$ cat config.mk
export PLATFORM = sky130hd
export DESIGN_NAME = vga_slot_selector
export DESIGN_NICKNAME = d
export VERILOG_FILES = /design/src/rtl/vga_slot_selector.sv
export SDC_FILE = /design/constraint.sdc
export NUM_CORES = 1
export LEC_CHECK = 0
export ABC_AREA = 1
export CORE_MARGIN = 10
export CORE_UTILIZATION = 35
export CTS_BUF_LIST = sky130_fd_sc_hd__clkbuf_8 sky130_fd_sc_hd__clkbuf_16
export CTS_CLUSTER_DIAMETER = 150
export DETAILED_ROUTE_END_ITERATION = 10
export MAX_ROUTING_LAYER = met4
export PLACE_DENSITY_LB_ADDON = 0.15
export SETUP_SLACK_MARGIN = 0.15
export SYNTH_ARGS = -nofsm -noshare
export SYNTH_HDL_FRONTEND = slang
export SYNTH_SLANG_ARGS = --single-unit
$ cat constraint.sdc
create_clock -name clk -period 2.25 [get_ports clk]
set_clock_uncertainty 0.15 [all_clocks]
set_input_delay 0.225 -clock clk [delete_from_list [all_inputs] [get_ports clk]]
set_output_delay 0.225 -clock clk [all_outputs]
set_load 0.01 [all_outputs]
$ cat src/rtl/vga_slot_selector.sv
// vga_slot_selector: VGA timing generator with a row of character slots,
// a tilt-driven highlight cursor (frame-debounced with auto-repeat) and a
// select latch. The glyph bit for the current pixel comes from an external ROM.
// Video timing is parameterised; the defaults give 640x480@60.
module vga_slot_selector #(
  parameter int NUM_SLOTS   = 3,
  parameter int COLOR_W     = 4,
  parameter int CLK_DIV     = 4,
  parameter int HOLD_FRAMES = 8,
  parameter int SLOT_X0     = 128,
  parameter int SLOT_Y0     = 208,
  parameter int SLOT_W      = 64,
  parameter int SLOT_H      = 64,
  parameter int SLOT_GAP    = 16,
  parameter logic [3*COLOR_W-1:0] HI_COLOR = {{COLOR_W{1'b1}}, {(2*COLOR_W){1'b0}}},
  parameter logic [3*COLOR_W-1:0] LO_COLOR = {{COLOR_W{1'b0}}, {COLOR_W{1'b1}}, {COLOR_W{1'b0}}},
  parameter int H_ACTIVE    = 640,
  parameter int H_FRONT     = 16,
  parameter int H_SYNC      = 96,
  parameter int H_BACK      = 48,
  parameter int V_ACTIVE    = 480,
  parameter int V_FRONT     = 10,
  parameter int V_SYNC      = 2,
  parameter int V_BACK      = 33,
  localparam int IW = (NUM_SLOTS > 1) ? $clog2(NUM_SLOTS) : 1
) (
  input  logic               clk,
  input  logic               reset,
  input  logic [1:0]         tilt_y,
  input  logic               select,
  input  logic               glyph_on,
  output logic [9:0]         pixel_x,
  output logic [9:0]         pixel_y,
  output logic [COLOR_W-1:0] vga_r,
  output logic [COLOR_W-1:0] vga_g,
  output logic [COLOR_W-1:0] vga_b,
  output logic               h_sync,
  output logic               v_sync,
  output logic [IW-1:0]      cursor,
  output logic [IW-1:0]      chosen_idx,
  output logic               chosen_valid,
  output logic               frame_start
);

  localparam int DW = $clog2(CLK_DIV);
  localparam int HW = $clog2(HOLD_FRAMES + 1);
  localparam int PITCH = SLOT_W + SLOT_GAP;

  localparam logic [9:0] H_LAST   = 10'(H_ACTIVE + H_FRONT + H_SYNC + H_BACK - 1);
  localparam logic [9:0] V_LAST   = 10'(V_ACTIVE + V_FRONT + V_SYNC + V_BACK - 1);
  localparam logic [9:0] H_ACT    = 10'(H_ACTIVE);
  localparam logic [9:0] V_ACT    = 10'(V_ACTIVE);
  localparam logic [9:0] HS_START = 10'(H_ACTIVE + H_FRONT);
  localparam logic [9:0] HS_END   = 10'(H_ACTIVE + H_FRONT + H_SYNC);
  localparam logic [9:0] VS_START = 10'(V_ACTIVE + V_FRONT);
  localparam logic [9:0] VS_END   = 10'(V_ACTIVE + V_FRONT + V_SYNC);
  localparam logic [15:0] Y_LO    = 16'(SLOT_Y0);
  localparam logic [15:0] Y_HI    = 16'(SLOT_Y0 + SLOT_H);

  typedef enum logic [1:0] {NEUTRAL, HOLD_NEXT, HOLD_PREV} tilt_state_t;

  logic [DW-1:0]        div_q;
  logic                 tick;
  logic [9:0]           h_q, v_q;
  logic [3*COLOR_W-1:0] rgb_q, rgb_d;
  logic                 hs_q, vs_q, hs_d, vs_d;
  logic                 frame_start_q;
  logic                 active;
  logic [15:0]          x16, y16;
  logic                 y_in;
  logic [NUM_SLOTS-1:0] hit_vec, cur_vec;

  tilt_state_t          state_q, state_d, dir_state;
  logic [HW-1:0]        hold_q, hold_d, hold_new;
  logic [IW-1:0]        cursor_q, cursor_d;

  logic                 sel_q;
  logic [IW-1:0]        chosen_q;
  logic                 chosen_valid_q;

  assign tick   = (div_q == DW'(CLK_DIV - 1));
  assign active = (h_q < H_ACT) && (v_q < V_ACT);
  assign x16    = {6'b0, h_q};
  assign y16    = {6'b0, v_q};
  assign y_in   = (y16 >= Y_LO) && (y16 < Y_HI);

  // Pixel-tick divider plus horizontal/vertical raster counters.
  always_ff @(posedge clk or posedge reset) begin
    if (reset) begin
      div_q <= '0;
      h_q   <= '0;
      v_q   <= '0;
    end else begin
      div_q <= tick ? '0 : div_q + 1'b1;
      if (tick) begin
        if (h_q == H_LAST) begin
          h_q <= '0;
          v_q <= (v_q == V_LAST) ? '0 : v_q + 1'b1;
        end else begin
          h_q <= h_q + 1'b1;
        end
      end
    end
  end

  // One comparator pair per slot; slots never overlap so at most one bit is set.
  for (genvar gi = 0; gi < NUM_SLOTS; gi++) begin : g_slot
    localparam logic [15:0] XL = 16'(SLOT_X0 + gi * PITCH);
    localparam logic [15:0] XH = 16'(SLOT_X0 + gi * PITCH + SLOT_W);
    assign hit_vec[gi] = (x16 >= XL) && (x16 < XH) && y_in;
    assign cur_vec[gi] = hit_vec[gi] && (cursor_q == IW'(gi));
  end

  // Colour and sync decisions for the coordinate currently on the counters.
  always_comb begin
    rgb_d = '0;
    if (active && glyph_on) begin
      if (|cur_vec)      rgb_d = HI_COLOR;
      else if (|hit_vec) rgb_d = LO_COLOR;
    end
    hs_d = !((h_q >= HS_START) && (h_q < HS_END));
    vs_d = !((v_q >= VS_START) && (v_q < VS_END));
  end

  // Video outputs register on the pixel tick, one tick behind the counters.
  always_ff @(posedge clk or posedge reset) begin
    if (reset) begin
      rgb_q         <= '0;
      hs_q          <= 1'b1;
      vs_q          <= 1'b1;
      frame_start_q <= 1'b0;
    end else begin
      if (tick) begin
        rgb_q <= rgb_d;
        hs_q  <= hs_d;
        vs_q  <= vs_d;
      end
      frame_start_q <= tick && (h_q == H_LAST) && (v_q == V_LAST);
    end
  end

  // Tilt debounce: sample once per frame, step after HOLD_FRAMES same samples.
  always_comb begin
    state_d   = state_q;
    hold_d    = hold_q;
    cursor_d  = cursor_q;
    dir_state = NEUTRAL;
    hold_new  = '0;
    if (frame_start_q) begin
      case (tilt_y)
        2'b01:   dir_state = HOLD_NEXT;
        2'b10:   dir_state = HOLD_PREV;
        default: dir_state = NEUTRAL;
      endcase
      if (dir_state == NEUTRAL) begin
        state_d = NEUTRAL;
        hold_d  = '0;
      end else begin
        hold_new = (dir_state == state_q) ? hold_q + 1'b1 : HW'(1);
        state_d  = dir_state;
        if (hold_new == HW'(HOLD_FRAMES)) begin
          hold_d = '0;
          if (dir_state == HOLD_NEXT)
            cursor_d = (cursor_q == IW'(NUM_SLOTS - 1)) ? '0 : cursor_q + 1'b1;
          else
            cursor_d = (cursor_q == '0) ? IW'(NUM_SLOTS - 1) : cursor_q - 1'b1;
        end else begin
          hold_d = hold_new;
        end
      end
    end
  end

  // Tilt FSM, hold counter and cursor registers.
  always_ff @(posedge clk or posedge reset) begin
    if (reset) begin
      state_q  <= NEUTRAL;
      hold_q   <= '0;
      cursor_q <= '0;
    end else begin
      state_q  <= state_d;
      hold_q   <= hold_d;
      cursor_q <= cursor_d;
    end
  end

  // Select edge detect; latches the cursor as it was before any same-cycle step.
  always_ff @(posedge clk or posedge reset) begin
    if (reset) begin
      sel_q          <= 1'b0;
      chosen_q       <= '0;
      chosen_valid_q <= 1'b0;
    end else begin
      sel_q          <= select;
      chosen_valid_q <= select && !sel_q;
      if (select && !sel_q) chosen_q <= cursor_q;
    end
  end

  assign pixel_x      = h_q;
  assign pixel_y      = v_q;
  assign vga_r        = rgb_q[3*COLOR_W-1:2*COLOR_W];
  assign vga_g        = rgb_q[2*COLOR_W-1:COLOR_W];
  assign vga_b        = rgb_q[COLOR_W-1:0];
  assign h_sync       = hs_q;
  assign v_sync       = vs_q;
  assign cursor       = cursor_q;
  assign chosen_idx   = chosen_q;
  assign chosen_valid = chosen_valid_q;
  assign frame_start  = frame_start_q;

endmodule

==> impl_metrics.tcl <==
set metrics [dict create \
    grt_util_all_layers 0.1128 \
    cp.arrival_ps 1890 \
    cts_buffer_depth 2 \
    slew_viol_final 0 \
    routed_wirelength_um 5147 \
    grt_pass1_vias 1921 \
    cp.required_ps 2310 \
    max_clock_freq_mhz 546.7 \
    maxCapViolCount 0 \
    gr-total-overflow 0 \
    syn_area_mm2 0.002230 \
    leakage_nw 1.215 \
    finalCritPeriodShare 0.8130 \
    power_density_mw_per_mm2 463.4 \
    final_nets 327 \
    rsz0062_at_grt "no" \
    ir_worst_vdd_mv 0.3378 \
    drcViolationCount 0 \
    synth_top_area_frac 0.4153 \
    finalSetupViolations 0 \
    status "finished clean" \
    core-area_mm2 0.006277 \
    wl_per_cell_um 13.30 \
    placed_area_mm2 0.002671 \
    antenna_found_initial 0 \
    io_pins 46 \
    yosysUniqueCellTypes 32 \
    multiInputGateArea_mm2 0.001040 \
    final_cell_area_mm2 0.002771 \
    area_growth_pct 24.30 \
    syn_area_per_cell_um2 8.320 \
    crit_fanout 5 \
    clockRootBuffer "clkbuf_8" \
    post_cts_buffers 0 \
    die_x_um 99.82 \
    ctsResizeCount 0 \
    seq_area_um2 978.4 \
    vias 1842 \
    clock_power_share 0.405 \
    io_buffer_count 41 \
    cp-start-kind "primary input" \
    htreeDepth 2 \
    clock_latency_ps 290 \
    ff2ff_path_depth 7 \
    period_needed_ps 1829 \
    path_class "in -> reg" \
    cts_sinks 39 \
    synth_top_cells_by_area "dfrtp_1, nand2_1, ha_1" \
    firstDrtPassIters 5 \
    synth-seq-area-share 0.4388 \
    cts.reportedPaths.clkPinSlew_ps 80 \
    drtAntennaViolNets 0 \
    pwr-share-comb 0.042 \
    setup_tns_ps 0 \
    synth_top_cell_by_area "dfrtp_1" \
    layout-drive-gt1-share 0.07097 \
    hold_violations 0 \
    seqPwrFrac 0.552 \
    syn_inst 268 \
    dr.first_iter.drc_count 81 \
    p_int_w 0.001005 \
    dieArea_mm2 0.009963 \
    hold_buffers 0 \
    r2r-end "pixel_y[2]" \
    path_cells "clkdlybuf4s50_1 > inv_1 > ha_1 > xnor2_1 > nand2_1 > nor2_1 > nand3_1 > nor2_1 > nand2_1 > o21ai_0" \
    place_hpwl_um 3924 \
    dieHeight_um 99.82 \
    hold_path.class "in -> async" \
    start_util 0.3552 \
    grt_max_degree 40 \
    cts_tree "built" \
    yosys_warnings 0 \
    timing.rr.start "pixel_x[1]" \
    diodes 0 \
    cts_buffers 5 \
    slowest_stage "clkdlybuf4s50_1" \
    grt_pass1_wl_um 9108 \
    crit_path_end_kind "flop" \
    n_fill_cell 625 \
    fin_util 0.4415 \
    r2r_slack_ps 430 \
    slowest_delay_ps 490 \
    gp_congestion 0.9022 \
    row_count 29 \
    switching_power_w 0.0002790 \
    via_per_inst 4.760 \
    ys_seq_elements 39 \
    p_sw_frac 0.2173 \
]
routing by layer:
layer	global-route usage	share of wire
met1	0.1378	0.47
met4	0.03638	0.0091
met3	0.03297	0.063
met5	-	0
met2	0.1752	0.46
layout by cell type, fill, tap and decap left out, drive strengths merged:
| master | Yosys | final |
|---|---|---|
| nand3 | 23 | 23 |
| dfrtp | 37 | 37 |
| clkdlybuf4s50 | 0 | 41 |
| a32o | 2 | 2 |
| nand4 | 5 | 5 |
| a21oi | 5 | 5 |
| a31oi | 1 | 1 |
| a41oi | 1 | 1 |
| o31ai | 1 | 1 |
| ha | 12 | 12 |
| nor2 | 32 | 32 |
| nand2 | 51 | 51 |
| mux2 | 1 | 1 |
| o21ai | 23 | 23 |
| conb | 1 | 4 |
| xnor2 | 5 | 5 |
| nor4 | 1 | 1 |
| inv | 35 | 36 |
| xor2 | 6 | 6 |
| nor3 | 9 | 9 |
| clkbuf | 0 | 7 |
| nor3b | 2 | 2 |
| dfstp | 2 | 2 |
| buf | 12 | 2 |
| o22ai | 1 | 1 |
critical path, delay by kind of cell:
family / cells / cell delay [ps]
adders and majority gates: 1 / 250
buffers and inverters: 2 / 540
and+or+nand+nor: 5 / 620
AOI/OAI and AO/OA: 1 / 70
xor gates and xnor gates: 1 / 160
synth_stat cells:
cell,count
nand3_4,1
nand4_1,5
nor3_1,9
o31ai_1,1
o22ai_1,1
nor2_2,3
mux2_2,1
a41oi_1,1
ha_1,12
nand2_1,51
a21oi_1,5
o21ai_0,17
a31oi_1,1
nand3_1,20
o21ai_1,5
nor4_1,1
dfstp_2,2
buf_2,1
buf_4,10
nand3_2,2
o21ai_2,1
xor2_1,6
buf_6,1
nor2_1,27
conb_1,1
dfrtp_1,37
nor2_4,2
xnor2_1,5
a32o_1,2
nor3b_1,1
nor3b_2,1
inv_1,35
cells by family (layout without fill, tap and decap cells):
group                    after synthesis  after routing  synth area share
adder cells (fa/ha/maj)               12             12           0.06734
buffers and inverters                 47             86           0.09989
XOR/XNOR                              11             11           0.04321
other                                  1              4          0.001682
AO/OA/AOI/OAI                         34             34           0.08642
AND/OR/NAND/NOR                      123            123            0.2576
multiplexers                           1              1          0.005050
flip-flops                            39             39            0.4388
metrics by stage:
stage | setup slack [ps] | hold WS [ps] | total power, W | std cells
final | 420.7 | 205.5 | 0.001284 | 387
after global routing | 152.9 | 254.0 | 0.001334 | 387
after CTS | 382.7 | 230.0 | 0.001305 | 387
after detailed placement | 103.8 | 261.4 | 0.0007797 | 379
after global placement | 229.2 | 253.2 | 0.0007782 | 379
after floorplan | 657.5 | 106.4 | 0.0007553 | 271
sequential cells by signal, summed over array words and instances (netlist names):
signal	cells
pixel_x	10
pixel_y	10
hold_q	4
chosen_idx	2
cursor	2
div_q	2
rgb_q	2
state_q	2
chosen_valid	1
frame_start	1
h_sync	1
sel_q	1
v_sync	1
power groups by stage:
stage,registers [W],clock network (W),logic [W]
2_1_floorplan,0.000725,0,0.0000301
5_1_grt,0.000710,0.000561,0.0000623
3_5_place_dp,0.000723,0,0.0000566
3_3_place_gp,0.000723,0,0.0000555
6_report,0.000709,0.000521,0.0000543
4_1_cts,0.000709,0.000539,0.0000567
how the worst max path moves through the flow:
stage                     depth (start not counted)        from  slack [ps]         end
after floorplan                                   7  pixel_x[0]         660  pixel_y[8]
after global placement                            9   tilt_y[1]         230   cursor[1]
after detailed placement                          9   tilt_y[1]         100   cursor[0]
after CTS                                        10   tilt_y[1]         380   cursor[0]
after global routing                             10   tilt_y[1]         150   cursor[1]
final                                            10   tilt_y[1]         420   cursor[0]
area by class of cell:
class | instances | area share
clock inverter | 1 | 0.001354
multi-input combinational | 185 | 0.3752
timing repair buffer | 43 | 0.1535
tap | 77 | 0.03476
sequential | 39 | 0.3530
clock buffer | 7 | 0.03476
inverter | 35 | 0.04740
(Power assumes the default switching activity.)
